### config.mk
export PLATFORM = sky130hd
export DESIGN_NAME = ins_encoder
export DESIGN_NICKNAME = d
export VERILOG_FILES = /design/src/rtl/ins_pkg.sv /design/src/rtl/ins_pack.sv /design/src/rtl/ins_encoder.sv
export SDC_FILE = /design/constraint.sdc
export NUM_CORES = 1
export LEC_CHECK = 0
export ABC_AREA = 1
export ABC_CLOCK_PERIOD_IN_PS = 2360
export BUFFER_PORTS_ARGS = -buffer_cell sky130_fd_sc_hd__buf_4
export CORE_MARGIN = 2
export CORE_UTILIZATION = 54
export CTS_CLUSTER_DIAMETER = 80
export CTS_CLUSTER_SIZE = 25
export DETAILED_ROUTE_END_ITERATION = 8
export HOLD_SLACK_MARGIN = 0.12
export PLACE_DENSITY = 0.8
export SLEW_MARGIN = 20
export SYNTH_ARGS = -nofsm -noshare
export SYNTH_HDL_FRONTEND = slang
export SYNTH_SLANG_ARGS = --single-unit
export TNS_END_PERCENT = 50
### constraint.sdc
create_clock -name clk -period 2.36 [get_ports clk]
set_input_delay 0.708 -clock clk [delete_from_list [all_inputs] [get_ports clk]]
set_output_delay 0.708 -clock clk [all_outputs]
set_load 0.005 [all_outputs]
### src/rtl/ins_pkg.sv
// ins_pkg: opcodes, funct fields and oh codes shared by the RV32I encoder and decoder
package ins_pkg;
  localparam logic [6:0] OPC_OP_IMM = 7'h13;
  localparam logic [6:0] OPC_OP     = 7'h33;
  localparam logic [6:0] OPC_BRANCH = 7'h63;
  localparam logic [6:0] OPC_LUI    = 7'h37;
  localparam logic [6:0] OPC_JAL    = 7'h6F;
  localparam logic [2:0] F3_ADD  = 3'd0;
  localparam logic [2:0] F3_SLL  = 3'd1;
  localparam logic [2:0] F3_SLT  = 3'd2;
  localparam logic [2:0] F3_SLTU = 3'd3;
  localparam logic [2:0] F3_BLT  = 3'd4;
  localparam logic [2:0] F3_SR   = 3'd5;
  localparam logic [6:0] F7_BASE = 7'h00;
  localparam logic [6:0] F7_ALT  = 7'h20;
  localparam logic [6:0] OH_LUI   = 7'd1;
  localparam logic [6:0] OH_JAL   = 7'd3;
  localparam logic [6:0] OH_BEQ   = 7'd5;
  localparam logic [6:0] OH_BNE   = 7'd6;
  localparam logic [6:0] OH_BLT   = 7'd7;
  localparam logic [6:0] OH_ADDI  = 7'd19;
  localparam logic [6:0] OH_SLTI  = 7'd20;
  localparam logic [6:0] OH_SLTIU = 7'd21;
  localparam logic [6:0] OH_SLLI  = 7'd25;
  localparam logic [6:0] OH_SRLI  = 7'd26;
  localparam logic [6:0] OH_SRAI  = 7'd27;
  localparam logic [6:0] OH_ADD   = 7'd28;
  localparam logic [6:0] OH_SUB   = 7'd29;
  typedef enum logic [1:0] {S_IDLE, S_ENC, S_WR} state_t;
  typedef enum logic [2:0] {FMT_I, FMT_SH, FMT_R, FMT_B, FMT_U, FMT_J, FMT_NONE} fmt_t;
  function automatic fmt_t fmt_of(input logic [6:0] oh);
    case (oh)
      OH_ADDI, OH_SLTI, OH_SLTIU: return FMT_I;
      OH_SLLI, OH_SRLI, OH_SRAI:  return FMT_SH;
      OH_ADD, OH_SUB:             return FMT_R;
      OH_BEQ, OH_BNE, OH_BLT:     return FMT_B;
      OH_LUI:                     return FMT_U;
      OH_JAL:                     return FMT_J;
      default:                    return FMT_NONE;
    endcase
  endfunction
  function automatic logic in_rng(input logic signed [31:0] v, input logic signed [31:0] lo, input logic signed [31:0] hi);
    return (v >= lo) && (v <= hi);
  endfunction
endpackage

### src/rtl/ins_pack.sv
// ins_pack: combinational RV32I field packer; INS_ENC_RANGE_CHECK_EN adds immediate range rejection
module ins_pack
  import ins_pkg::*;
(
  input  logic [6:0]  i_oh,
  input  logic [4:0]  i_rd,
  input  logic [4:0]  i_rs1,
  input  logic [4:0]  i_rs2,
  input  logic [31:0] i_imm,
  output logic [31:0] o_word,
  output logic        o_bad
);
  fmt_t       w_fmt;
  logic [2:0] w_f3;
  logic [6:0] w_f7;
  logic       w_range_bad;
  // pick format and funct fields from the op code, then assemble the word
  always_comb begin
    w_fmt = fmt_of(i_oh);
    w_f3  = (i_oh == OH_BNE || i_oh == OH_SLLI) ? F3_SLL :
            (i_oh == OH_SLTI)                   ? F3_SLT :
            (i_oh == OH_SLTIU)                  ? F3_SLTU :
            (i_oh == OH_BLT)                    ? F3_BLT :
            (i_oh == OH_SRLI || i_oh == OH_SRAI) ? F3_SR : F3_ADD;
    w_f7  = (i_oh == OH_SRAI || i_oh == OH_SUB) ? F7_ALT : F7_BASE;
    case (w_fmt)
      FMT_I:   o_word = {i_imm[11:0], i_rs1, w_f3, i_rd, OPC_OP_IMM};
      FMT_SH:  o_word = {w_f7, i_imm[4:0], i_rs1, w_f3, i_rd, OPC_OP_IMM};
      FMT_R:   o_word = {w_f7, i_rs2, i_rs1, w_f3, i_rd, OPC_OP};
      FMT_B:   o_word = {i_imm[12], i_imm[10:5], i_rs2, i_rs1, w_f3, i_imm[4:1], i_imm[11], OPC_BRANCH};
      FMT_U:   o_word = {i_imm[31:12], i_rd, OPC_LUI};
      FMT_J:   o_word = {i_imm[20], i_imm[10:1], i_imm[11], i_imm[19:12], i_rd, OPC_JAL};
      default: o_word = 32'h0;
    endcase
    o_bad = (w_fmt == FMT_NONE) || w_range_bad;
  end
`ifdef INS_ENC_RANGE_CHECK_EN
  // immediates that do not fit their field (or misaligned targets) are rejected
  always_comb begin
    case (w_fmt)
      FMT_I:   w_range_bad = !in_rng(i_imm, -32'sd2048, 32'sd2047);
      FMT_SH:  w_range_bad = !in_rng(i_imm, 32'sd0, 32'sd31);
      FMT_B:   w_range_bad = i_imm[0] || !in_rng(i_imm, -32'sd4096, 32'sd4094);
      FMT_J:   w_range_bad = i_imm[0] || !in_rng(i_imm, -32'sd1048576, 32'sd1048574);
      FMT_U:   w_range_bad = |i_imm[11:0];
      default: w_range_bad = 1'b0;
    endcase
  end
`else
  assign w_range_bad = 1'b0;
`endif
endmodule

### src/rtl/ins_encoder.sv
// ins_encoder: packs decoded fields into RV32I words and writes them sequentially to instruction ROM (option: INS_ENC_RANGE_CHECK_EN)
module ins_encoder
  import ins_pkg::*;
#(
  parameter logic [31:0] BASE_ADDR = 32'h0,
  parameter int          DEPTH     = 256
) (
  input  logic        clk,
  input  logic        rst_n,
  input  logic        clear,
  input  logic        in_valid,
  output logic        in_ready,
  input  logic [6:0]  oh,
  input  logic [4:0]  rd,
  input  logic [4:0]  rs1,
  input  logic [4:0]  rs2,
  input  logic [31:0] imm,
  output logic        rom_wen,
  output logic [31:0] rom_waddr,
  output logic [31:0] rom_wdata,
  output logic        err,
  output logic [31:0] count,
  output logic        full
);
  localparam logic [31:0] DEPTH_W = 32'(DEPTH);
  state_t      r_state;
  state_t      w_next;
  logic [6:0]  r_oh;
  logic [4:0]  r_rd;
  logic [4:0]  r_rs1;
  logic [4:0]  r_rs2;
  logic [31:0] r_imm;
  logic [31:0] r_wdata;
  logic [31:0] r_count;
  logic [31:0] w_count_next;
  logic        r_err;
  logic        r_ready;
  logic        w_accept;
  logic [31:0] w_word;
  logic        w_bad;
  ins_pack u_pack (
    .i_oh   (r_oh),
    .i_rd   (r_rd),
    .i_rs1  (r_rs1),
    .i_rs2  (r_rs2),
    .i_imm  (r_imm),
    .o_word (w_word),
    .o_bad  (w_bad)
  );
  // next state and next count; clear wins over everything
  always_comb begin
    w_accept     = (r_state == S_IDLE) && r_ready && in_valid;
    w_next       = (r_state == S_IDLE) ? (w_accept ? S_ENC : S_IDLE) :
                   (r_state == S_ENC)  ? (w_bad ? S_IDLE : S_WR) : S_IDLE;
    w_next       = clear ? S_IDLE : w_next;
    w_count_next = clear ? 32'h0 :
                   (r_state == S_WR && r_count != DEPTH_W) ? r_count + 32'd1 : r_count;
  end
  // state, counter, captured request and registered outputs
  always_ff @(posedge clk) begin
    if (!rst_n) begin
      r_state <= S_IDLE;
      r_count <= 32'h0;
      r_ready <= 1'b0;
      r_err   <= 1'b0;
      r_wdata <= 32'h0;
      r_oh    <= 7'h0;
      r_rd    <= 5'h0;
      r_rs1   <= 5'h0;
      r_rs2   <= 5'h0;
      r_imm   <= 32'h0;
    end else begin
      r_state <= w_next;
      r_count <= w_count_next;
      r_ready <= (w_next == S_IDLE) && (w_count_next != DEPTH_W);
      r_err   <= !clear && (r_state == S_ENC) && w_bad;
      if (w_accept) begin
        r_oh  <= oh;
        r_rd  <= rd;
        r_rs1 <= rs1;
        r_rs2 <= rs2;
        r_imm <= imm;
      end
      if (!clear && r_state == S_ENC && !w_bad) r_wdata <= w_word;
    end
  end
  // the strobe is gated so a clear or reset arriving in WR suppresses the write at that edge
  assign rom_wen   = (r_state == S_WR) && rst_n && !clear;
  assign rom_waddr = BASE_ADDR + (r_count << 2);
  assign rom_wdata = r_wdata;
  assign err       = r_err;
  assign count     = r_count;
  assign full      = (r_count == DEPTH_W);
  assign in_ready  = r_ready;
endmodule

==> results.sh, run 1 <==
export IMPL_hold_viol_final=0
export IMPL_peakVddDrop_uv=465
export IMPL_wirelength_mm=18.2
export IMPL_grt_max_degree=72
export IMPL_grt_pass1_wl_mm=28.9
export IMPL_cts_clk_slew_worst_paths_ns=0.06
export IMPL_fin_skew_ns=0.00708
export IMPL_synth_seq_cells=124
export IMPL_remaining_drc_errors=0
export IMPL_die_x_um=114
export IMPL_outcome="complete, no violations"
export IMPL_worstPathArrival_ns=1.56
export IMPL_clk_latency_ns=0.42
export IMPL_p_leak_nw=3.83
export IMPL_reg2reg_depth=18
export IMPL_post_place_cells=1259
export IMPL_clkSinkCount=124
export IMPL_critPathMaxFanout=6
export IMPL_period_needed_ns=2.27
export IMPL_crit_end="full"
export IMPL_antenna_found_initial=0
export IMPL_vias=6741
export IMPL_start_util_pct=54.9
export IMPL_vias_per_cell=5.21
export IMPL_synth_area_per_cell_um2=6.50
export IMPL_yosys_warnings=0
export IMPL_area_growth_pct=26.4
export IMPL_dr_pass1_iters=5
export IMPL_clockRootBuffer="clkbuf_16"
export IMPL_num_io_pins=158
export IMPL_critPathLaunchType="flop"
export IMPL_max_freq_ghz=0.440
export IMPL_synthFlopType="dfxtp_1"
export IMPL_final_antenna_net_count=0
export IMPL_synthTopCellsByArea="dfxtp_1, nand2_1, nor2_1"
export IMPL_power_w=0.00520
export IMPL_crit_required_ns=1.65
export IMPL_wire_per_inst_um=14.1
export IMPL_r2r_start="count[1]$_SDFF_PN0_"
export IMPL_hold_class="flop to flop"
export IMPL_clock_path_buffers=2
export IMPL_gp_congestion=0.943
export IMPL_layout_common_cells="nand2_1, nor2_1, buf_4"
export IMPL_finalMaxSlewViolations=0
export IMPL_synth_seq_area_share_pct=38.0
export IMPL_nFillCells=1008
export IMPL_netlist_instances=1005
export IMPL_cts_tree="yes"
export IMPL_synth_edf_count=0
export IMPL_path_class="flop to output pin"
export IMPL_nets=1193
export IMPL_final_cells=1293
export IMPL_max_cap_viol_count=0
export IMPL_async_flop_share_pct=0
export IMPL_slew_headroom_pct=55.1
export IMPL_core_um2=11900
export IMPL_yosysTopAreaCellShare_pct=38.0
export IMPL_synth_area_um2=6540
export IMPL_overflow=0
export IMPL_rsz0062_at_grt="true"
export IMPL_port_buffers=155
export IMPL_dp_hpwl_mm=13.2
export IMPL_setup_viol=0
export IMPL_synth_top_cell_by_area="dfxtp_1"
export IMPL_drtIter0Drc=570
export IMPL_crit_start="count[1]$_SDFF_PN0_"
export IMPL_final_common_cell="nand2_1"
export IMPL_worst_hold_slack_ns=0.456
export IMPL_die_area_um2=13000
export IMPL_cts_buffers=17
export IMPL_period_share_pct=96.2
export IMPL_r2r_slack_ns=0.13
export IMPL_drive_above_1_share_pct=21.5
export IMPL_insertedDiodeCount=0
export IMPL_tightestPinTransition_ns=0.672
export IMPL_die_h_um=114
export IMPL_endpoint_kind="output pin"
export IMPL_grtUsageTotal_pct=28.0
export IMPL_num_rows=40
export IMPL_grt_pass1_vias=6060
export IMPL_r2r_end="in_ready$_SDFF_PN0_"
export IMPL_h_tree_depth=4
export IMPL_yosysUniqueCellTypes=39
export IMPL_power_density_nw_per_um2=629
## what timing repair did
action                     CTS  global route
gates cloned                 0             0
setup buffers                1             1
gates resized for setup      3             6
setup endpoints to repair    1             3
hold buffers                 0             0
pin swaps                    1             1
## stage by stage
stage	instance area, um2	utilization, %	TNS [ns]	worst slack [ns]
after floorplan	6540	-	0	0.267
after global placement	7630	64.1	0	0.198
after detailed placement	7630	64.1	0	0.0900
after CTS	8240	69.2	0	0.0126
after global routing	8260	69.3	-0.0127	-0.0127
final	8260	69.3	0	0.0894
## report_power, final
part           leakage [nW]  total (W)  switching [W]  internal, W
clock network         0.287    0.00261       0.000943      0.00167
logic                  2.53   0.000372       0.000225     0.000147
registers              1.01    0.00221      0.0000411      0.00217
total                  3.83    0.00520        0.00121      0.00399
## routing by layer
metal  track usage (%)  part of all wire (%)  wire [um]  vias to the layer above
met1              35.7                    43       7860                     3029
met4              10.9                   2.2        397                        0
met2              46.5                    48       8710                      255
li1                  -                     -          -                     3424
met5                 0                     0          0                        -
met3              6.00                   7.0       1270                       33
## registers in the layout (all words and copies together), names as in the netlist, named ones only
register   flops
count         32
r_imm         32
rom_wdata     31
r_oh           7
r_rd           5
r_rs1          5
r_rs2          5
r_state        2
err            1
in_ready       1
## cell type report
cell class / instances / area (um2) / share of cell area (%)
clock buffers: 24 / 492 / 5.95
clock inverters: 8 / 106 / 1.29
inverters: 84 / 315 / 3.82
multi-input cells: 728 / 3310 / 40.1
flip-flops and latches: 124 / 2490 / 30.1
well taps: 147 / 184 / 2.23
repair buffers: 178 / 1360 / 16.5
## critical path: stages, from the launching register on
cell and delay [ns]:
dfxtp_4 0.37, inv_2 0.07, ha_1 0.15, inv_1 0.04
nor2_1 0.08, nand2_1 0.07, nor2_2 0.09, nand2_2 0.07
nor2_4 0.09, buf_4 0.11
## cells by family (layout without fill, tap and decap cells)
family | after synthesis | in the layout | synth area share [%]
AOI/OAI and AO/OA | 154 | 154 | 13.4
adders and majority gates | 2 | 2 | 0.383
other | 1 | 2 | 0.0574
buffers and inverters | 154 | 294 | 11.5
xor gates and xnor gates | 12 | 12 | 1.61
DFF | 124 | 124 | 38.0
and+or+nand+nor | 558 | 558 | 35.0
## worst min path at each step
| stage | startpoint | to | cells past startpoint |
|---|---|---|---|
| after floorplan | r_imm[0]$_SDFFE_PN0P_ | r_imm[0]$_SDFFE_PN0P_ | 2 |
| after global placement | r_rs1[2]$_SDFFE_PN0P_ | r_rs1[2]$_SDFFE_PN0P_ | 2 |
| after detailed placement | r_rs1[2]$_SDFFE_PN0P_ | r_rs1[2]$_SDFFE_PN0P_ | 2 |
| after CTS | r_rs1[3]$_SDFFE_PN0P_ | r_rs1[3]$_SDFFE_PN0P_ | 2 |
| after global routing | r_imm[15]$_SDFFE_PN0P_ | r_imm[15]$_SDFFE_PN0P_ | 2 |
| final | r_rs2[4]$_SDFFE_PN0P_ | r_rs2[4]$_SDFFE_PN0P_ | 2 |
## synthesized netlist by cell type, types with 2 or more instances
cell / number
a21oi_1: 39
a21oi_2: 2
a221oi_1: 6
a22o_1: 5
a22oi_1: 5
buf_1: 4
buf_2: 4
buf_4: 35
buf_6: 5
clkbuf_1: 21
dfxtp_1: 124
ha_1: 2
inv_1: 79
inv_2: 5
nand2_1: 282
nand2_2: 4
nand3_1: 39
nand3_2: 2
nand3b_1: 10
nor2_1: 194
nor2_2: 11
nor2_4: 3
nor3_1: 9
nor3_2: 2
o21ai_0: 81
o22ai_1: 7
o31ai_1: 2
o32ai_1: 2
xnor2_1: 3
xor2_1: 9
Power figures use the tool's default switching activity.
==> inputs of run 2 (changes only) <==
--- a/config.mk
+++ b/config.mk
@@ -6,15 +6,15 @@
 export NUM_CORES = 1
 export LEC_CHECK = 0
 export ABC_AREA = 1
-export ABC_CLOCK_PERIOD_IN_PS = 2360
+export ABC_CLOCK_PERIOD_IN_PS = 2750
 export BUFFER_PORTS_ARGS = -buffer_cell sky130_fd_sc_hd__buf_4
 export CORE_MARGIN = 2
-export CORE_UTILIZATION = 54
+export CORE_UTILIZATION = 57
 export CTS_CLUSTER_DIAMETER = 80
 export CTS_CLUSTER_SIZE = 25
 export DETAILED_ROUTE_END_ITERATION = 8
 export HOLD_SLACK_MARGIN = 0.12
-export PLACE_DENSITY = 0.8
+export PLACE_DENSITY = 0.84
 export SLEW_MARGIN = 20
 export SYNTH_ARGS = -nofsm -noshare
 export SYNTH_HDL_FRONTEND = slang
==> constraint.sdc (replaced) <==
create_clock -name clk -period 2.75 [get_ports clk]
set_input_delay 0.825 -clock clk [delete_from_list [all_inputs] [get_ports clk]]
set_output_delay 0.825 -clock clk [all_outputs]
set_load 0.005 [all_outputs]
==> run 2 against run 1 <==
Sequential share of layout area is 0.40 points higher. Global-route usage is 2.0 points higher. Core utilization is 2.4 points higher. Via count is 0.30% higher. Final cell count is 1.1% lower. Worst hold slack worse by 0.0045 ns. Count of clock-buffer cells in the layout is 5 lower. Clock skew is 0.0010 ns lower. Largest power group unchanged. Highest routed layer unchanged.
==> results.sh, run 2 (synthesis gave the netlist of run 1 again) <==
export IMPL_period_needed_ns=2.63
export IMPL_wirelength_mm=18.4
export IMPL_clock_path_buffers=2
export IMPL_insertedDiodeCount=0
export IMPL_cts_hold_buf=0
export IMPL_min_from="r_rs1[3]$_SDFFE_PN0P_"
export IMPL_max_freq_ghz=0.381
export IMPL_fin_skew_ns=0.00604
export IMPL_max_cap_viol_count=0
export IMPL_endpoint_kind="output pin"
export IMPL_critPathLaunchType="flop"
export IMPL_combPwrFrac_pct=7.3
export IMPL_period_share_pct=95.6
export IMPL_rsz0062_at_grt="false"
export IMPL_vias=6761
export IMPL_remaining_drc_errors=0
export IMPL_holdPathStages=2
export IMPL_overflow=0
export IMPL_hold_class="flop to flop"
export IMPL_layout_common_cells="nand2_1, nor2_1, buf_4"
export IMPL_num_rows=39
export IMPL_grt_pass1_wl_mm=30.2
export IMPL_peakVddDrop_uv=506
export IMPL_reg2reg_depth=17
export IMPL_pwr_share_seq_pct=43.8
export IMPL_die_area_um2=12300
export IMPL_h_tree_depth=4
export IMPL_clk_latency_ns=0.42
export IMPL_clkSinkCount=124
export IMPL_slew_headroom_pct=52.5
export IMPL_die_h_um=111
export IMPL_p_sw_w=0.00108
export IMPL_vias_per_cell=5.29
export IMPL_path_class="flop to output pin"
export IMPL_r2r_start="count[0]$_SDFF_PN0_"
export IMPL_dp_hpwl_mm=13.4
export IMPL_finalMaxSlewViolations=0
export IMPL_p_leak_nw=3.76
export IMPL_setup_viol=0
export IMPL_gp_congestion=0.970
export IMPL_min_to="r_rs1[3]$_SDFFE_PN0P_"
export IMPL_swShare_pct=24.9
export IMPL_r2r_slack_ns=0.37
export IMPL_cpPeakStageDelay_ns=0.51
export IMPL_clockPowerShare_pct=48.8
export IMPL_worstPathArrival_ns=1.80
export IMPL_cts_resized=0
export IMPL_core_um2=11300
export IMPL_area_growth_pct=24.3
export IMPL_cp_common_cell="inv_1"
export IMPL_cts_tree="yes"
export IMPL_r2r_end="in_ready$_SDFF_PN0_"
export IMPL_nets=1183
export IMPL_wire_per_inst_um=14.4
export IMPL_outcome="complete, no violations"
export IMPL_critPathMaxFanout=9
export IMPL_cp_cell_sequence="inv_1, ha_1, inv_1, nor2_1, nand2_1, nor2_2, nand2_2, nor2_4, buf_4"
export IMPL_setup_tns_ns=0
export IMPL_cpMaxStageDelayCell="dfxtp_1"
export IMPL_dr_pass1_iters=5
export IMPL_hold_viol_final=0
export IMPL_cts_buffers=17
export IMPL_crit_required_ns=1.93
export IMPL_num_io_pins=158
export IMPL_final_antenna_net_count=0
export IMPL_final_common_cell="nand2_1"
export IMPL_tightestPinTransition_ns=0.706
export IMPL_nFillCells=996
export IMPL_cts_setup_buffers=0
export IMPL_grtUsageTotal_pct=30.0
export IMPL_grt_pass1_vias=6422
export IMPL_cts_clk_slew_worst_paths_ns=0.06
export IMPL_cpLargestDelayFamily="flip-flops"
export IMPL_start_util_pct=57.7
export IMPL_clockRootBuffer="clkbuf_16"
export IMPL_critPathBufInv=3
export IMPL_antenna_found_initial=0
export IMPL_drtIter0Drc=495
export IMPL_port_buffers=155
export IMPL_p_int_w=0.00325
export IMPL_utilization_pct=71.8
export IMPL_power_density_nw_per_um2=533
export IMPL_grt_max_degree=76
export IMPL_die_x_um=111
export IMPL_drive_above_1_share_pct=20.3
[run 2: changes by cell type in the layout (fill, tap and decap cells not counted), sizes merged]
cell	delta
buf	-10
clkbuf	-5
clkinv	+5
bufinv	-1
clkinvlp	+1
[run 2: final cells by class]
type | instances | area (um2) | area share [%]
Clock buffer | 19 | 443 | 5.45
Clock inverter | 13 | 116 | 1.43
Inverter | 84 | 315 | 3.88
Multi-Input combinational cell | 728 | 3300 | 40.7
Sequential cell | 124 | 2480 | 30.5
Tap cell | 143 | 179 | 2.20
Timing Repair Buffer | 168 | 1290 | 15.8
[run 2: how the worst max path moves through the flow]
stage                                   start  slack [ns]  depth (start not counted)       to
final                     count[0]$_SDFF_PN0_        0.12                          9     full
after global routing      count[0]$_SDFF_PN0_        0.02                          9     full
after global placement               in_valid        0.37                          8     flop
after detailed placement             in_valid        0.29                          9     flop
after floorplan                         rst_n        0.42                          4  rom_wen
after CTS                 count[0]$_SDFF_PN0_        0.13                          9     full
[run 2: worst reg2reg max path, delay by kind of cell, from the launching register on]
family | cells | cell delay [ns]
simple gates | 11 | 0.93
buf+inv | 3 | 0.40
fa+ha+maj | 1 | 0.23
compound gates | 2 | 0.18
flops | 1 | 0.51
[run 2: through the flow]
stage               total power, W  instances  instance area [um2]  setup slack (ns)  hold WS [ns]
global placement           0.00224       1247                 7570             0.375         0.439
floorplan                  0.00212       1006                 6540             0.423         0.430
finish                     0.00433       1279                 8130             0.122         0.452
global route               0.00447       1279                 8130            0.0201         0.465
CTS                        0.00433       1279                 8130             0.131         0.453
detailed placement         0.00225       1247                 7570             0.286         0.442
[run 2: power by group through the flow]
| stage | Clock, W | Sequential [W] | Combinational [W] |
|---|---|---|---|
| after global placement | 0 | 0.00193 | 0.000306 |
| after CTS | 0.00212 | 0.00190 | 0.000316 |
| after floorplan | 0 | 0.00192 | 0.000196 |
| final | 0.00211 | 0.00190 | 0.000318 |
| after detailed placement | 0 | 0.00193 | 0.000312 |
| after global routing | 0.00221 | 0.00190 | 0.000357 |
[run 2: per-layer routing]
| metal | global-route usage, % | vias to the layer above | part of all wire [%] |
|---|---|---|---|
| met5 | 0 | - | 0 |
| met4 | 13.3 | 0 | 3.1 |
| met3 | 6.56 | 46 | 6.9 |
| met2 | 52.2 | 267 | 50 |
| met1 | 35.7 | 3052 | 40 |
| li1 | - | 3396 | - |
